==> config.mk <==
export PLATFORM = sky130hd
export DESIGN_NAME = tm1638_responder
export DESIGN_NICKNAME = d
export VERILOG_FILES = /design/src/rtl/tm1638_pkg.sv /design/src/rtl/tm1638_sync_edge.sv /design/src/rtl/tm1638_responder.sv
export SDC_FILE = /design/constraint.sdc
export NUM_CORES = 1
export LEC_CHECK = 0
export CAP_MARGIN = 40
export CORE_AREA = 4 4 143 145
export DETAILED_ROUTE_END_ITERATION = 12
export DIE_AREA = 0 0 147 149
export DONT_BUFFER_PORTS = 1
export PLACE_DENSITY = 0.5
export SLEW_MARGIN = 20
export SYNTH_ARGS = -nofsm -noshare
export SYNTH_HDL_FRONTEND = slang
export SYNTH_SLANG_ARGS = --single-unit
==> constraint.sdc <==
create_clock -name CLK -period 6.6 [get_ports CLK]
set_clock_uncertainty 0.15 [all_clocks]
set_input_delay 1.32 -clock CLK [delete_from_list [all_inputs] [get_ports CLK]]
set_output_delay 1.32 -clock CLK [all_outputs]
set_load 0.005 [all_outputs]
==> src/rtl/tm1638_pkg.sv <==
// tm1638_pkg: command-field constants, FSM states and key-scan packing shared by the
// TM1638 responder and driver.
package tm1638_pkg;
  localparam logic [1:0] CMD_DATA = 2'b01;
  localparam logic [1:0] CMD_DISP = 2'b10;
  localparam logic [1:0] CMD_ADDR = 2'b11;
  localparam int READ_BIT  = 1;
  localparam int FIXED_BIT = 2;
  localparam int ON_BIT    = 3;
  typedef enum logic [2:0] {IDLE, CMD, WDATA, RDATA, SKIP} state_e;
  function automatic logic [31:0] key_word(input logic [7:0] k);
    key_word = '0;
    for (int n = 0; n < 4; n++) begin
      key_word[8*n]   = k[n];
      key_word[8*n+4] = k[n+4];
    end
  endfunction
endpackage

==> src/rtl/tm1638_sync_edge.sv <==
// tm1638_sync_edge: multi-flop synchronizer with rise/fall detect; resets to idle-high
// so a line that is already high after reset produces no spurious edge.
module tm1638_sync_edge #(
  parameter int STAGES = 2
) (
  input  logic CLK,
  input  logic RESET_,
  input  logic d,
  output logic q,
  output logic rise,
  output logic fall
);
  logic [STAGES-1:0] sync_q, sync_d;
  logic prev_q, prev_d;
  always_comb begin
    sync_d = {sync_q[STAGES-2:0], d};
    prev_d = sync_q[STAGES-1];
  end
  always_ff @(posedge CLK or negedge RESET_) begin
    if (!RESET_) begin
      sync_q <= '1;
      prev_q <= 1'b1;
    end else begin
      sync_q <= sync_d;
      prev_q <= prev_d;
    end
  end
  assign q    = sync_q[STAGES-1];
  assign rise = q & ~prev_q;
  assign fall = ~q & prev_q;
endmodule

==> src/rtl/tm1638_responder.sv <==
// tm1638_responder: TM1638 slave emulation -- decodes host commands, holds the 16-byte
// display RAM and display control, and shifts out the key scan on read frames.
module tm1638_responder
  import tm1638_pkg::*;
#(
  parameter int SYNC_STAGES = 2
) (
  input  logic         CLK,
  input  logic         RESET_,
  input  logic         tm_stb,
  input  logic         tm_clk,
  input  logic         dio_in,
  output logic         dio_out,
  output logic         dio_oe,
  input  logic [7:0]   keys,
  output logic [127:0] disp_ram,
  output logic         display_on,
  output logic [2:0]   brightness,
  output logic         frame_error
);
  localparam logic [7:0] SETTLE = 8'(SYNC_STAGES + 1);
  logic stb_s, stb_rise, stb_fall, clk_s, clk_rise, clk_fall, dio_s, dio_rise, dio_fall;
  logic unused_bits;
  tm1638_sync_edge #(.STAGES(SYNC_STAGES)) u_stb (.CLK(CLK), .RESET_(RESET_), .d(tm_stb),
    .q(stb_s), .rise(stb_rise), .fall(stb_fall));
  tm1638_sync_edge #(.STAGES(SYNC_STAGES)) u_clk (.CLK(CLK), .RESET_(RESET_), .d(tm_clk),
    .q(clk_s), .rise(clk_rise), .fall(clk_fall));
  tm1638_sync_edge #(.STAGES(SYNC_STAGES)) u_dio (.CLK(CLK), .RESET_(RESET_), .d(dio_in),
    .q(dio_s), .rise(dio_rise), .fall(dio_fall));
  state_e state_q, state_d;
  logic [2:0] bit_cnt_q, bit_cnt_d, bri_q, bri_d;
  logic [7:0] sh_q, sh_d, byte_q, byte_d, settle_q, settle_d;
  logic [3:0] addr_q, addr_d;
  logic [5:0] rd_cnt_q, rd_cnt_d;
  logic [15:0][7:0] ram_q, ram_d;
  logic byte_vld_q, byte_vld_d, rd_mode_q, rd_mode_d, fixed_q, fixed_d, on_q, on_d;
  logic oe_q, oe_d, out_q, out_d, ferr_q, ferr_d, armed_q, armed_d;
  logic settled, shifting;
  logic [31:0] kw;
  assign settled  = settle_q == SETTLE;
  assign shifting = !stb_s && clk_rise && (state_q == CMD || state_q == WDATA);
  assign kw       = key_word(keys);
  always_comb begin
    state_d    = state_q;
    bit_cnt_d  = bit_cnt_q;
    sh_d       = sh_q;
    byte_vld_d = 1'b0;
    byte_d     = byte_q;
    addr_d     = addr_q;
    rd_mode_d  = rd_mode_q;
    fixed_d    = fixed_q;
    on_d       = on_q;
    bri_d      = bri_q;
    ram_d      = ram_q;
    oe_d       = oe_q;
    out_d      = out_q;
    rd_cnt_d   = rd_cnt_q;
    ferr_d     = 1'b0;
    settle_d   = settled ? settle_q : settle_q + 8'd1;
    armed_d    = armed_q | (settled & stb_s);
    if (stb_rise) begin
      ferr_d    = (bit_cnt_q != 3'd0) || (state_q == RDATA);
      state_d   = IDLE;
      bit_cnt_d = '0;
      oe_d      = 1'b0;
      out_d     = 1'b1;
    end else if (stb_fall) begin
      // Only a strobe seen going high after reset can open a frame.
      if (state_q == IDLE && armed_q) begin
        state_d   = CMD;
        bit_cnt_d = '0;
        rd_cnt_d  = '0;
      end
    end else begin
      if (byte_vld_q && state_q == CMD) begin
        case (byte_q[7:6])
          CMD_DATA: begin
            rd_mode_d = byte_q[READ_BIT];
            fixed_d   = byte_q[FIXED_BIT];
            state_d   = byte_q[READ_BIT] ? RDATA : SKIP;
          end
          CMD_DISP: begin
            on_d    = byte_q[ON_BIT];
            bri_d   = byte_q[2:0];
            state_d = SKIP;
          end
          CMD_ADDR: begin
            addr_d  = byte_q[3:0];
            state_d = WDATA;
          end
          default: begin
            ferr_d  = 1'b1;
            state_d = SKIP;
          end
        endcase
      end
      if (byte_vld_q && state_q == WDATA) begin
        ram_d[addr_q] = byte_q;
        addr_d        = fixed_q ? addr_q : addr_q + 4'd1;
      end
      if (shifting) begin
        sh_d      = {dio_s, sh_q[7:1]};
        bit_cnt_d = bit_cnt_q + 3'd1;
        byte_vld_d = bit_cnt_q == 3'd7;
        byte_d    = bit_cnt_q == 3'd7 ? {dio_s, sh_q[7:1]} : byte_q;
      end
      if (!stb_s && state_q == RDATA && clk_fall && rd_cnt_q != 6'd32) begin
        oe_d     = 1'b1;
        out_d    = kw[rd_cnt_q[4:0]];
        rd_cnt_d = rd_cnt_q + 6'd1;
      end
      if (!stb_s && state_q == RDATA && clk_rise && rd_cnt_q == 6'd32) begin
        oe_d    = 1'b0;
        out_d   = 1'b1;
        state_d = SKIP;
      end
    end
  end
  always_ff @(posedge CLK or negedge RESET_) begin
    if (!RESET_) begin
      state_q    <= IDLE;
      bit_cnt_q  <= '0;
      sh_q       <= '0;
      byte_vld_q <= 1'b0;
      byte_q     <= '0;
      addr_q     <= '0;
      rd_mode_q  <= 1'b0;
      fixed_q    <= 1'b0;
      on_q       <= 1'b0;
      bri_q      <= '0;
      ram_q      <= '0;
      oe_q       <= 1'b0;
      out_q      <= 1'b1;
      rd_cnt_q   <= '0;
      ferr_q     <= 1'b0;
      settle_q   <= '0;
      armed_q    <= 1'b0;
    end else begin
      state_q    <= state_d;
      bit_cnt_q  <= bit_cnt_d;
      sh_q       <= sh_d;
      byte_vld_q <= byte_vld_d;
      byte_q     <= byte_d;
      addr_q     <= addr_d;
      rd_mode_q  <= rd_mode_d;
      fixed_q    <= fixed_d;
      on_q       <= on_d;
      bri_q      <= bri_d;
      ram_q      <= ram_d;
      oe_q       <= oe_d;
      out_q      <= out_d;
      rd_cnt_q   <= rd_cnt_d;
      ferr_q     <= ferr_d;
      settle_q   <= settle_d;
      armed_q    <= armed_d;
    end
  end
  assign unused_bits = ^{clk_s, dio_rise, dio_fall, rd_mode_q};
  assign disp_ram    = ram_q;
  assign display_on  = on_q;
  assign brightness  = bri_q;
  assign dio_oe      = oe_q;
  assign dio_out     = out_q;
  assign frame_error = ferr_q;
endmodule

## Word-level counts from Yosys, hierarchy flattened

Index checks and enable logic that the tools add are counted.

| word-level totals | value |
|---|---|
| register bits | 186 |
| bits of input ports | 13 |
| output and inout port bits | 135 |
| logic and storage cells | 140 |

| operators by class | value |
|---|---|
| add/sub/neg operators | 4 |
| $lt $le $gt $ge | 3 |
| equal/unequal tests | 14 |
| multiplexer cells | 38 |
| bitwise logic cells | 12 |
| reduce and logical (&&, ||, !) cells | 33 |

Operator list:

| operator | number |
|---|---|
| 128-bit bitwise mux | 1 |
| 8-bit demux with 4-bit select | 1 |
| 3-bit 2-to-1 mux | 10 |
| 6-bit 2-to-1 mux | 3 |
| 1-bit 2-to-1 mux | 16 |
| 4-bit 2-to-1 mux | 4 |
| 4-bit AND reduction | 3 |
| 1-bit logical AND | 11 |
| 3-bit AND reduction | 3 |
| 3-bit nonzero test | 3 |
| 8-bit by 1-bit adder with 8-bit output, second input constant | 1 |
| 8-bit by 2-bit equality test with 1-bit output, second input constant | 1 |
| 8-bit 2-to-1 mux | 1 |
| 6-bit by 1-bit adder with 6-bit output, second input constant | 1 |
| 3-bit by 2-bit equality test with 1-bit output, second input constant | 2 |
| 6-bit equality test, second input constant | 1 |
| 5-bit by 6-bit less-than comparator with 1-bit output, second input constant | 1 |
| 6-bit != test, second input constant | 1 |
| 1-bit NOT | 6 |
| 3-bit one-hot mux with 2 select lines | 1 |
| 2-bit AND reduction | 3 |
| 2-bit nonzero test | 3 |
| 1-bit bitwise AND | 5 |
| 1-bit binary-select mux with 5-bit select | 1 |
| 18 further kinds | 21 |

## Logic depth before layout (Yosys ltp)

| depth | value |
|---|---|
| depth in word-level cells | 8 |
| gate-level depth with buffers | 8 |
| mapped depth without buffers | 6 |

## Hierarchy

From an unflattened synthesis, not the netlist that was laid out.

| second synthesis, totals | value |
|---|---|
| cells, all modules | 535 |
| area total of the unflattened synthesis | 7,721.2 um2 |

By module, submodules not included:

| module | instances | cells an instance | area an instance (um2) | sequential area each (um2) |
|---|---|---|---|---|
| tm1638_responder | 1 | 520 | 7,439.6 | 4,430.5 |
| tm1638_sync_edge | 3 | 5 | 93.8 | 78.8 |

## Worst setup path after synthesis

No wires, ideal clock.

| path | value |
|---|---|
| path type | reg-to-reg |
| from | register u_stb.sync_q[1] |
| to | register ram_q (netlist bit disp_ram[100]) |
| library setup time | 0.125 ns |
| arrival time | 2.135 ns |
| data required time | 6.325 ns |
| setup slack | 4.191 ns |
| cell stages (with the launch flop) | 9 |
| path buffers | 2 |
| period minus slack after synthesis | 2.409 ns |
| path through | dfstp_2 inv_1 ha_1 clkbuf_2 and4bb_2 and3_1 clkbuf_1 nand3_1 mux2_2 |

| between the ends | value |
|---|---|
| cells in the longest elaborated chain, start to end | 4 |
| elaborated cells between the ends (all ways) | 6 |
| classes of those cells | bitwise (5); reduce/logical (1) |

RTL lines:

| what | line | source |
|---|---|---|
| start, declared | tm1638_sync_edge.sv:13 | `logic [STAGES-1:0] sync_q, sync_d;` |
| start signal, assigned | tm1638_sync_edge.sv:24 | `sync_q <= sync_d;` |
| 1-bit NOT | tm1638_sync_edge.sv:30 | `assign fall = ~q & prev_q;` |
| 1-bit bitwise AND | tm1638_sync_edge.sv:30 |  |
| 1-bit NOT (no line) | -- |  |
| 3-bit AND reduction (no line) * | -- |  |
| end signal, assigned | tm1638_responder.sv:149 | `ram_q <= ram_d;` |
| end, declared | tm1638_responder.sv:35 | `logic [15:0][7:0] ram_q, ram_d;` |

Every way passes the cells marked *; elsewhere a longest branch is shown, timed or not.
A chain may end at the register's enable or synchronous reset.

## Final worst setup path

| path | value |
|---|---|
| from | register u_stb.sync_q[1] |
| to | register ram_q (netlist bit disp_ram[111]) |

Same word-level chain as after synthesis.

==> metrics.md <==
| Metric | Value |
|---|---|
| First-pass GRT wire length | 26,600 um |
| Most frequent cells in the layout | 176 x dfrtp_1, 152 x mux2_2, 25 x nand2_1 |
| Synth area leaders | dfrtp_1 58%, mux2_2 23%, dfstp_2 3.1% |
| Area share of the leading cell type in the synthesized netlist | 58.0% |
| Cell Area, Synth | 7600 um^2 |
| Max-cap violations | 0 |
| Vias/cell | 5.29 |
| Pleak | 4.18 nW |
| Num rows | 51 |
| Total Wirelength | 16,700 um |
| Critical path required time | 6.76 ns |
| Number of synthesized register bits | 185 |
| Reg clk slew, reported paths | 0.07 ns |
| Overflow after GRT | 0 |
| Worst-Margin Slew | 0.912 ns |
| Initial antenna violation count | 0 |
| Final nets | 555 |
| Final setup fails | 0 |
| Starting Density | 39.5% |
| RePlAce Congestion | 0.765 |
| Slew margin rel. | 38.3% |
| Worst-skew pair later-pin latency | 0.42 ns |
| Number of CTS-inserted buffers | 17 |
| Io pins | 148 |
| EDFF count, synth | 0 |
| CP Class | reg2reg |
| I/O Buffers | 0 |
| FMAX | 375 MHz |
| Pins Over Slew Limit | 0 |
| Commonest non-fill, non-tap cell in the layout | dfrtp_1 |
| Layout cells sized above 1 | 37.3% |
| H-tree Lvls | 4 |
| CTS tree | built |
| Mapped Nets | 558 |
| Setup bufs post-CTS | 0 |
| GRT Total Usage | 15.7% |
| Clk sinks | 185 |
| DR vias | 4,269 |
| Placed cell areas | 7910 um^2 |
| Post_cts resized | 0 |
| Status | finished clean |
| PD cells | 269 nW/um^2 |
| Maximum clock path buffer count | 2 |
| TNS Setup | 0 ns |
| Root buf cell | clkbuf_16 |
| Antenna cells | 0 |
| Synth area leader | dfrtp_1 |
| Vias in the first global route | 4,411 |
| Area Overhead vs Synth | 12.3% |
| Unrepaired setup endpoints after global routing | no |
| Post-DRT Antenna Nets | 0 |
| Initial drt markers | 189 |
| Pin count of the biggest net entering global routing | 186 |
| Main flop type after synthesis | dfrtp_1 |
| Kind of capture point of the worst setup path | register |
| Avg WL per Cell | 20.7 um |
| Post-Layout Inst Area | 8530 um^2 |
| Register area share after synthesis | 61.1% |
| Core area | 19,200 um^2 |
| Final min period | 2.66 ns |
| Cts hold-fix bufs | 0 |
| Die width | 147 um |
| Full die area | 21,900 um^2 |
| DP Wirelength | 11,300 um |
| Post-Syn Instances | 532 |
| Post-synth cell types | 53 |
| Syn avg cell area | 14.3 um^2 |
| Fin. Hold Viols | 0 |
| Period utilization | 40.4% |
| Worst hold path class | reg2reg |
| Maximum fanout along the worst path | 8 |
| YS warnings | 0 |
| Crit path DAT | 2.82 ns |
| Worst vdd ir | 0.000174 V |
| Critical Path Start Type | register |
| Pre-Repair DR Iteration Count | 4 |
| Asr flop ratio synth | 100% |
| Die Span Y | 149 um |
| Remaining DRCs | 0 |
-- Yosys cell counts, drive strengths merged, types with 2 or more instances --
cell	instances
nor4	2
nor2	9
a21oi	4
o21a	3
mux2i	8
dfstp	9
buf	4
o22a	3
o21ai	6
nand2b	2
mux2	152
a31oi	2
and3	9
xnor2	8
nand3	14
nor2b	4
clkbuf	23
nand2	25
dfrtp	176
nor3b	2
nand4bb	2
a21o	3
ha	13
nor3	4
a32o	2
inv	15
nand4	4
-- kinds of logic after synthesis --
kind of cell	share of synthesized area [%]
muxes	23.9
adders and majority gates	2.14
AOI/OAI and AO/OA	3.29
and+or+nand+nor	6.47
xor gates and xnor gates	0.922
DFF	61.1
buffers and inverters	2.19
-- worst paths after layout --
kind / from / endpoint / slack, ns / depth (start not counted)
max in group asynchronous: RESET_ / disp_ram[114] / 5.45 / 0
hold / removal: u_clk.sync_q[0] / u_clk.sync_q[1] / 0.20 / 0
hold reg to reg: u_clk.sync_q[0] / u_clk.sync_q[1] / 0.20 / 0
setup / recovery: u_stb.sync_q[1] / disp_ram[111] / 3.94 / 6
min in group asynchronous: RESET_ / rd_cnt_q[3] / 0.44 / 0
setup reg to reg: u_stb.sync_q[1] / disp_ram[111] / 3.94 / 6
-- layout make-up --
class,instances,area [um^2]
Tap cell,265,332
Fill cell,1736,10700
Clock buffer,19,443
Timing Repair Buffer,5,87.6
Sequential cell,185,4640
Inverter,15,56.3
Clock inverter,13,180
Multi-Input combinational cell,305,2790
-- layer usage --
metal | global-route usage (%) | part of all wire [%]
met4 | 4.33 | 1.1
met1 | 19.9 | 43
met5 | 0 | 0
met3 | 7.32 | 9.0
met2 | 24.3 | 47
-- sequential cells by signal, summed over array words and instances (netlist names), 2 cells and up --
name / count
settle_q: 8
u_clk.sync_q: 2
u_dio.sync_q: 2
sh_q: 7
state_q: 3
disp_ram: 128
brightness: 3
rd_cnt_q: 6
addr_q: 4
bit_cnt_q: 3
byte_q: 8
u_stb.sync_q: 2
-- where the power goes --
group          total [W]  switching [W]  internal [W]
Sequential       0.00117      0.0000143       0.00115
Clock            0.00107       0.000453      0.000617
Combinational  0.0000584      0.0000301     0.0000283
Total            0.00229       0.000498       0.00180
-- per-stage QoR --
| step | total power [W] | instances | util [%] | hold slack [ns] | worst slack (ns) |
|---|---|---|---|---|---|
| 6_report | 0.00229 | 807 | 44.4 | 0.204 | 3.94 |
| 5_1_grt | 0.00239 | 807 | 44.4 | 0.203 | 3.81 |
| 4_1_cts | 0.00233 | 807 | 44.4 | 0.203 | 3.90 |
| 3_5_place_dp | 0.00124 | 775 | 41.2 | 0.198 | 3.91 |
| 3_3_place_gp | 0.00124 | 770 | 40.7 | 0.199 | 3.94 |
| 2_1_floorplan | 0.00123 | 532 | - | 0.195 | 4.19 |
-- worst max-delay path, cell delays in order, from the launching register on --
cell and delay (ns):
dfstp_2 0.57, inv_1 0.07, ha_1 0.41, and4bb_2 0.31, and3_1 0.24, nand3_1 0.39, mux2_2 0.41
(Power assumes the default switching activity.)
